`src/rtl/pipeline_hazard_ctrl_if.sv`:
```
// Hazard/control bundle between the 5-stage datapath (master) and the
// stall/flush sequencer (slave).
interface pipeline_hazard_ctrl_if #(
  parameter int REG_W = 5
);
  logic [REG_W-1:0] if_id_rs;
  logic [REG_W-1:0] if_id_rt;
  logic             if_id_uses_rt;
  logic             id_ex_mem_read;
  logic [REG_W-1:0] id_ex_rt;
  logic             branch_taken;
  logic             mem_req;
  logic             mem_ack;

  logic             pc_en;
  logic             ifid_en;
  logic             idex_en;
  logic             exmem_en;
  logic             memwb_en;
  logic             ifid_flush;
  logic             idex_flush;
  logic             exmem_flush;
  logic             stall;

  modport master (
    output if_id_rs, if_id_rt, if_id_uses_rt, id_ex_mem_read, id_ex_rt,
           branch_taken, mem_req, mem_ack,
    input  pc_en, ifid_en, idex_en, exmem_en, memwb_en,
           ifid_flush, idex_flush, exmem_flush, stall
  );

  modport slave (
    input  if_id_rs, if_id_rt, if_id_uses_rt, id_ex_mem_read, id_ex_rt,
           branch_taken, mem_req, mem_ack,
    output pc_en, ifid_en, idex_en, exmem_en, memwb_en,
           ifid_flush, idex_flush, exmem_flush, stall
  );
endinterface

```
`src/rtl/pipeline_hazard_ctrl.sv`:
```
// Central stall/flush sequencer for the 5-stage pipeline (load-use, branch
// squash, data-memory wait). Define PIPE_CTRL_PERF_EN to add stall/flush counters.
module pipeline_hazard_ctrl #(
  parameter int REG_W        = 5,
  parameter int FLUSH_CYCLES = 2,
  parameter int CNT_W        = 16
) (
  input  logic                 clk,
  input  logic                 rst_n,
`ifdef PIPE_CTRL_PERF_EN
  output logic [CNT_W-1:0]     stall_cnt_o,
  output logic [CNT_W-1:0]     flush_cnt_o,
`endif
  pipeline_hazard_ctrl_if.slave hz_if
);

  typedef enum logic [1:0] {
    INIT     = 2'd0,
    RUN      = 2'd1,
    MEM_WAIT = 2'd2,
    FLUSH    = 2'd3
  } state_e;

  localparam logic [2:0] FLUSH_LOAD = 3'(FLUSH_CYCLES - 1);

  state_e     state_q, state_d;
  logic [2:0] fcnt_q, fcnt_d;

  logic pcEn, ifidEn, idexEn, exmemEn, memwbEn;
  logic ifidFlush, idexFlush, exmemFlush;
  logic memWait, loadUse, waitNow;

  assign memWait = hz_if.mem_req & ~hz_if.mem_ack;

  // Register 0 is hardwired, so a load targeting it never creates a dependency.
  assign loadUse = hz_if.id_ex_mem_read && (hz_if.id_ex_rt != '0) &&
                   ((hz_if.id_ex_rt == hz_if.if_id_rs) ||
                    (hz_if.if_id_uses_rt && (hz_if.id_ex_rt == hz_if.if_id_rt)));

  // Once in MEM_WAIT only the ack releases the pipe, even if mem_req drops.
  assign waitNow = (state_q == MEM_WAIT) ? ~hz_if.mem_ack : memWait;

  always_comb begin
    pcEn       = 1'b1;
    ifidEn     = 1'b1;
    idexEn     = 1'b1;
    exmemEn    = 1'b1;
    memwbEn    = 1'b1;
    ifidFlush  = 1'b0;
    idexFlush  = 1'b0;
    exmemFlush = 1'b0;
    state_d    = state_q;
    fcnt_d     = fcnt_q;

    unique case (state_q)
      INIT: begin
        {pcEn, ifidEn, idexEn, exmemEn, memwbEn} = 5'b00000;
        {ifidFlush, idexFlush, exmemFlush}       = 3'b111;
        state_d = RUN;
      end

      RUN, MEM_WAIT: begin
        if (waitNow) begin
          {pcEn, ifidEn, idexEn, exmemEn, memwbEn} = 5'b00000;
          state_d = MEM_WAIT;
        end else if (hz_if.branch_taken) begin
          {ifidFlush, idexFlush, exmemFlush} = 3'b111;
          fcnt_d  = FLUSH_LOAD;
          state_d = (FLUSH_LOAD == 3'd0) ? RUN : FLUSH;
        end else if (loadUse && (state_q == RUN)) begin
          pcEn      = 1'b0;
          ifidEn    = 1'b0;
          idexFlush = 1'b1;
          state_d   = RUN;
        end else begin
          state_d = RUN;
        end
      end

      FLUSH: begin
        // Squashed slots cannot branch, so branch_taken is not looked at here.
        if (memWait) begin
          {pcEn, ifidEn, idexEn, exmemEn, memwbEn} = 5'b00000;
        end else begin
          ifidFlush = 1'b1;
          fcnt_d    = fcnt_q - 3'd1;
          if (fcnt_q <= 3'd1) begin
            fcnt_d  = 3'd0;
            state_d = RUN;
          end
        end
      end

      default: state_d = INIT;
    endcase
  end

  always_ff @(posedge clk or negedge rst_n) begin
    if (!rst_n) begin
      state_q <= INIT;
      fcnt_q  <= 3'd0;
    end else begin
      state_q <= state_d;
      fcnt_q  <= fcnt_d;
    end
  end

  assign hz_if.pc_en       = pcEn;
  assign hz_if.ifid_en     = ifidEn;
  assign hz_if.idex_en     = idexEn;
  assign hz_if.exmem_en    = exmemEn;
  assign hz_if.memwb_en    = memwbEn;
  assign hz_if.ifid_flush  = ifidFlush;
  assign hz_if.idex_flush  = idexFlush;
  assign hz_if.exmem_flush = exmemFlush;
  assign hz_if.stall       = ~(pcEn & ifidEn & idexEn & exmemEn & memwbEn);

`ifdef PIPE_CTRL_PERF_EN
  logic [CNT_W-1:0] stallCnt_q, flushCnt_q;

  // Saturating counters; the reset-like INIT cycle is not counted.
  always_ff @(posedge clk or negedge rst_n) begin
    if (!rst_n) begin
      stallCnt_q <= '0;
      flushCnt_q <= '0;
    end else if (state_q != INIT) begin
      if (hz_if.stall && (stallCnt_q != '1)) stallCnt_q <= stallCnt_q + 1'b1;
      if (ifidFlush && (flushCnt_q != '1))   flushCnt_q <= flushCnt_q + 1'b1;
    end
  end

  assign stall_cnt_o = stallCnt_q;
  assign flush_cnt_o = flushCnt_q;
`endif

endmodule
```
`src/flat_wrapper.sv`:
```
// flat-port wrapper written by rule: the top's interface ports become plain ports
module pipeline_hazard_ctrl_flat 
#(
  parameter int REG_W        = 5,
  parameter int FLUSH_CYCLES = 2,
  parameter int CNT_W        = 16
)
  (clk, rst_n, hz_if_if_id_rs, hz_if_if_id_rt, hz_if_if_id_uses_rt, hz_if_id_ex_mem_read, hz_if_id_ex_rt, hz_if_branch_taken, hz_if_mem_req, hz_if_mem_ack, hz_if_pc_en, hz_if_ifid_en, hz_if_idex_en, hz_if_exmem_en, hz_if_memwb_en, hz_if_ifid_flush, hz_if_idex_flush, hz_if_exmem_flush, hz_if_stall);
  pipeline_hazard_ctrl_if #(.REG_W(REG_W)) hz_if_i ();
  input  logic clk;
  input  logic rst_n;
  input wire logic [$bits(hz_if_i.if_id_rs)-1:0] hz_if_if_id_rs;
  input wire logic [$bits(hz_if_i.if_id_rt)-1:0] hz_if_if_id_rt;
  input wire logic [$bits(hz_if_i.if_id_uses_rt)-1:0] hz_if_if_id_uses_rt;
  input wire logic [$bits(hz_if_i.id_ex_mem_read)-1:0] hz_if_id_ex_mem_read;
  input wire logic [$bits(hz_if_i.id_ex_rt)-1:0] hz_if_id_ex_rt;
  input wire logic [$bits(hz_if_i.branch_taken)-1:0] hz_if_branch_taken;
  input wire logic [$bits(hz_if_i.mem_req)-1:0] hz_if_mem_req;
  input wire logic [$bits(hz_if_i.mem_ack)-1:0] hz_if_mem_ack;
  output wire logic [$bits(hz_if_i.pc_en)-1:0] hz_if_pc_en;
  output wire logic [$bits(hz_if_i.ifid_en)-1:0] hz_if_ifid_en;
  output wire logic [$bits(hz_if_i.idex_en)-1:0] hz_if_idex_en;
  output wire logic [$bits(hz_if_i.exmem_en)-1:0] hz_if_exmem_en;
  output wire logic [$bits(hz_if_i.memwb_en)-1:0] hz_if_memwb_en;
  output wire logic [$bits(hz_if_i.ifid_flush)-1:0] hz_if_ifid_flush;
  output wire logic [$bits(hz_if_i.idex_flush)-1:0] hz_if_idex_flush;
  output wire logic [$bits(hz_if_i.exmem_flush)-1:0] hz_if_exmem_flush;
  output wire logic [$bits(hz_if_i.stall)-1:0] hz_if_stall;
  assign hz_if_i.if_id_rs = hz_if_if_id_rs;
  assign hz_if_i.if_id_rt = hz_if_if_id_rt;
  assign hz_if_i.if_id_uses_rt = hz_if_if_id_uses_rt;
  assign hz_if_i.id_ex_mem_read = hz_if_id_ex_mem_read;
  assign hz_if_i.id_ex_rt = hz_if_id_ex_rt;
  assign hz_if_i.branch_taken = hz_if_branch_taken;
  assign hz_if_i.mem_req = hz_if_mem_req;
  assign hz_if_i.mem_ack = hz_if_mem_ack;
  assign hz_if_pc_en = hz_if_i.pc_en;
  assign hz_if_ifid_en = hz_if_i.ifid_en;
  assign hz_if_idex_en = hz_if_i.idex_en;
  assign hz_if_exmem_en = hz_if_i.exmem_en;
  assign hz_if_memwb_en = hz_if_i.memwb_en;
  assign hz_if_ifid_flush = hz_if_i.ifid_flush;
  assign hz_if_idex_flush = hz_if_i.idex_flush;
  assign hz_if_exmem_flush = hz_if_i.exmem_flush;
  assign hz_if_stall = hz_if_i.stall;
  pipeline_hazard_ctrl #(.REG_W(REG_W), .FLUSH_CYCLES(FLUSH_CYCLES), .CNT_W(CNT_W)) u_core (.clk(clk), .rst_n(rst_n), .hz_if(hz_if_i));
endmodule
```
`config.mk`:
```
export PLATFORM = sky130hd
export DESIGN_NAME = pipeline_hazard_ctrl_flat
export DESIGN_NICKNAME = d
export VERILOG_FILES = /design/src/rtl/pipeline_hazard_ctrl_if.sv /design/src/rtl/pipeline_hazard_ctrl.sv /design/src/flat_wrapper.sv
export SDC_FILE = /design/constraint.sdc
export NUM_CORES = 1
export LEC_CHECK = 0
export BUFFER_PORTS_ARGS = -buffer_cell sky130_fd_sc_hd__buf_2
export CAP_MARGIN = 20
export CORE_MARGIN = 2
export CORE_UTILIZATION = 40
export DETAILED_ROUTE_END_ITERATION = 7
export GPL_TIMING_DRIVEN = 0
export MAX_ROUTING_LAYER = met4
export PLACE_DENSITY = 0.74
export SYNTH_ARGS = -nofsm -noshare
export SYNTH_HDL_FRONTEND = slang
export SYNTH_SLANG_ARGS = --single-unit
```
`constraint.sdc`:
```
create_clock -name clk -period 2 [get_ports clk]
set_clock_uncertainty 0.05 [all_clocks]
set_input_delay 0.4 -clock clk [delete_from_list [all_inputs] [get_ports clk]]
set_output_delay 0.4 -clock clk [all_outputs]
set_load 0.1 [all_outputs]
```
==> impl_results.rst <==
.. list-table::
   :header-rows: 1

   * - Metric
     - Value
   * - Outcome
     - finished with violations
   * - Violations in the final reports
     - setup timing
   * - Pin count of the biggest net entering global routing
     - 11
   * - Syn Nets
     - 104
   * - Filler Cell Count
     - 88
   * - Maximum fanout count along the critical path
     - 5
   * - Maximum clock insertion buffer count
     - 2
   * - Seq cells post-synth
     - 5
   * - Nets@finish
     - 146
   * - Initial Utilization
     - 0.422
   * - Multiplexer fraction of the synthesized cell area
     - 0.0323
   * - Die Footprint
     - 0.00188 mm²
   * - Element type at the critical path end
     - output pin
   * - Uppermost signal routing layer after detailed routing
     - met4
   * - Remaining design rule violation count
     - 0
   * - Share of the yosys chip area belonging to registers
     - 0.202
   * - Number of routed nets with antenna violations
     - 0
   * - Final sum of negative setup slack
     - -2.56 ns
   * - Maximum clock frequency
     - 414 MHz
   * - Post-synthesis area per instance
     - 8.17 µm²
   * - Area share of and/or/nand/nor cells after synthesis
     - 0.181
   * - Detailed-placement wirelength estimate
     - 1180 µm
   * - Syn-to-layout area delta
     - 88.9%
   * - Worst Tran Pin Value
     - 0.341 ns
   * - Floorplan die width
     - 43.4 µm
   * - Core area
     - 0.00147 mm²
   * - Met3 routed WL
     - 44 µm
   * - Compound-cell area share of the yosys netlist
     - 0.236
   * - Sum of routed wire length over all layers
     - 2030 µm
   * - Clk Latency, worst-skew pair
     - 0.24 ns
   * - Area used by multi-input combinational logic
     - 603 µm²
   * - Final antenna diode count
     - 0
   * - Arrival time of the worst setup path
     - 1.97 ns
   * - Cell at the slowest stage of the critical path
     - sky130_fd_sc_hd__dfrtp_1
   * - DR iter-0 viols
     - 6
   * - Grt total ovfl
     - 0
   * - Detailed-route wire length on metal 1
     - 851 µm
   * - YS warnings
     - 0
   * - Hold Fails Final Rpt
     - 0
   * - Data required time at the worst endpoint
     - 1.55 ns
   * - Overall routing resource usage
     - 0.208
   * - Critical Path Start Type
     - flop
   * - Global placer's final weighted congestion
     - 0.800
   * - Setup CP Type
     - flop to output pin
   * - Share of the synthesized netlist area taken by xor and xnor gates
     - 0.141
   * - Count of final setup violators
     - 9
   * - WL/cell
     - 15.3 µm
   * - Sequential Area
     - 126 µm²
   * - Post-Synthesis Cell Area
     - 621 µm²
   * - Final count of pins violating max slew
     - 0
   * - Number of detailed-route iterations in the first pass
     - 4
   * - Sink Count
     - 5
   * - Adder-cell share of the synthesized area
     - 0.121
   * - Die Height
     - 43.4 µm
   * - Count of input and output buffers
     - 30
   * - Count of maximum capacitance violations
     - 0
   * - CP Cell Sequence
     - inv_2 > ha_4 > a21oi_1 > nor2_4 > o31a_4 > buf_12 > buf_12
   * - CTS tree
     - yes
   * - Number of clock buffers inserted by TritonCTS
     - 3
   * - Length of routed met2 wiring
     - 1130 µm
   * - Clock transition at the register clock pins on the worst setup and hold paths after CTS
     - 0.05 ns
   * - Largest family of logic cells by synthesized area
     - compound AO/OA/AOI/OAI gates
   * - Worst setup timing slack at the placement stage
     - -0.485 ns
   * - Share of cells above drive strength 1
     - 0.573
   * - Worst path max stage delay
     - 0.42 ns
   * - Crit path setup slack, layout
     - -0.416 ns
   * - Tightest slew margin relative to the limit
     - 0.770
   * - Initial antenna violation count
     - 0
   * - Number of global-route vias before repair
     - 673
   * - Number of cells produced by synthesis
     - 76
   * - RSZ-0062 raised after global routing
     - yes
   * - CTS H-tree lvls
     - 1
   * - Critical path's most frequent cell
     - sky130_fd_sc_hd__buf_12
   * - Distinct cell type count after synthesis
     - 32
   * - Classification of the worst-slack hold path
     - primary input to async pin
   * - Root Driver
     - sky130_fd_sc_hd__clkbuf_4
   * - Core Rows
     - 14
   * - DR vias
     - 725
   * - IO Pins
     - 31
   * - Number of vias per cell
     - 5.45
   * - Minimum period implied by the final worst setup slack
     - 2.42 ns
   * - First-pass GRT wire length
     - 2850 µm
   * - Share of the clock period used by the worst path
     - 1.21
-- final timing paths --
check,cells past startpoint,startpoint,to,slack [ns]
setup / recovery,7,u_core.state_q[0]$_DFFE_PN0P_,hz_if_pc_en,-0.42
hold / removal,2,rst_n,u_core.fcnt_q[1]$_DFFE_PN0P_,0.45
setup reg to reg,7,u_core.state_q[0]$_DFFE_PN0P_,u_core.fcnt_q[2]$_DFFE_PN0P_,0.17
hold reg to reg,2,u_core.fcnt_q[1]$_DFFE_PN0P_,u_core.fcnt_q[1]$_DFFE_PN0P_,0.51
max in group asynchronous,2,rst_n,u_core.state_q[1]$_DFFE_PN0P_,1.31
min in group clk,2,u_core.fcnt_q[1]$_DFFE_PN0P_,u_core.fcnt_q[1]$_DFFE_PN0P_,0.51
-- registers in the layout, indices dropped and copies added (netlist names) --
register / cells
u_core.fcnt_q: 3
u_core.state_q: 2
-- routing by layer --
layer  vias up  global-route usage
met2        19               0.364
met5         -                   -
li1        347                   -
met3         2              0.0250
met1       357               0.236
met4         0              0.0909
-- per-stage QoR --
stage / hold WS (ns) / cell area (µm²) / cells / util
global route: 0.453 / 1170 / 133 / 0.797
floorplan: 0.0544 / 698 / 76 / -
CTS: 0.446 / 1030 / 131 / 0.699
detailed placement: 0.163 / 868 / 122 / 0.590
finish: 0.446 / 1170 / 133 / 0.797
global placement: 0.162 / 868 / 122 / 0.590
-- cell usage in the layout, fill, tap and decap left out, types with 3 or more instances in the layout --
cell,Yosys,routed
sky130_fd_sc_hd__inv_1,7,4
sky130_fd_sc_hd__dfrtp_1,5,4
sky130_fd_sc_hd__nor2_1,7,5
sky130_fd_sc_hd__clkbuf_4,0,3
sky130_fd_sc_hd__buf_2,1,21
sky130_fd_sc_hd__ha_1,6,3
sky130_fd_sc_hd__ha_4,0,3
sky130_fd_sc_hd__buf_4,3,10
sky130_fd_sc_hd__nand2_1,3,3
sky130_fd_sc_hd__inv_2,0,3
sky130_fd_sc_hd__xor2_1,9,9
sky130_fd_sc_hd__buf_12,0,9
sky130_fd_sc_hd__a21oi_1,5,4
-- synth_stat cells --
master                     number  area [µm²]
sky130_fd_sc_hd__buf_4          3        22.5
sky130_fd_sc_hd__nand2b_1       3        18.8
sky130_fd_sc_hd__or4_4          1        11.3
sky130_fd_sc_hd__nand2_1        3        11.3
sky130_fd_sc_hd__nor2_1         7        26.3
sky130_fd_sc_hd__o22ai_1        1        6.26
sky130_fd_sc_hd__nor4_1         1        6.26
sky130_fd_sc_hd__or2_1          2        12.5
sky130_fd_sc_hd__nor3b_1        1        7.51
sky130_fd_sc_hd__a32oi_1        1        8.76
sky130_fd_sc_hd__nor3_1         1        5.00
sky130_fd_sc_hd__o21ba_2        1        10.0
sky130_fd_sc_hd__o221ai_1       1        8.76
sky130_fd_sc_hd__a21oi_1        5        25.0
sky130_fd_sc_hd__mux2i_1        2        20.0
sky130_fd_sc_hd__ha_1           6        75.1
sky130_fd_sc_hd__inv_1          7        26.3
sky130_fd_sc_hd__a31oi_1        1        6.26
sky130_fd_sc_hd__nor2b_1        1        6.26
sky130_fd_sc_hd__a32o_1         1        10.0
sky130_fd_sc_hd__o21ai_0        2        10.0
sky130_fd_sc_hd__xnor2_1        1        8.76
sky130_fd_sc_hd__o31a_1         1        8.76
sky130_fd_sc_hd__or4_1          1        7.51
sky130_fd_sc_hd__xor2_1         9        78.8
sky130_fd_sc_hd__dfrtp_1        5         125
sky130_fd_sc_hd__buf_2          1        5.00
sky130_fd_sc_hd__o31ai_1        2        15.0
sky130_fd_sc_hd__o21ai_1        2        10.0
sky130_fd_sc_hd__o21bai_1       1        7.51
sky130_fd_sc_hd__o211ai_2       1        12.5
sky130_fd_sc_hd__o21a_1         1        7.51
-- timing repair --
| action | in CTS | in global routing |
|---|---|---|
| hold buffers | 1 | 0 |
| gates resized for setup | 28 | 25 |
| buffers inserted | 5 | 3 |
| cloned | 0 | 0 |
| pin swaps | 7 | 3 |
| endpoints found under the hold margin | 5 | 0 |
| setup endpoints to repair | 9 | 9 |
-- area by class of cell --
class / count / share of cell area
Buffer: 2 / 0.0235
Clock buffer: 4 / 0.0224
Inverter: 7 / 0.0224
Multi-Input combinational cell: 60 / 0.514
Sequential cell: 5 / 0.108
Tap cell: 16 / 0.0171
Timing Repair Buffer: 39 / 0.292
-- cells by family (layout without fill, tap and decap cells) --
| group | count (synthesis) | after routing |
|---|---|---|
| compound gates | 21 | 21 |
| xor+xnor | 10 | 10 |
| fa+ha+maj | 6 | 6 |
| buf+inv | 11 | 52 |
| flops | 5 | 5 |
| mux | 2 | 2 |
| simple gates | 21 | 21 |
-- critical path, delay by kind of cell (launching register included) --
family,cells,cell delay (ns)
flops,1,0.42
simple gates,1,0.09
buf+inv,3,0.41
fa+ha+maj,1,0.23
compound gates,2,0.56
Power is left out: the tool's default activity adds up to more than one toggle a clock period on the data nets, which glitch-free logic cannot reach.
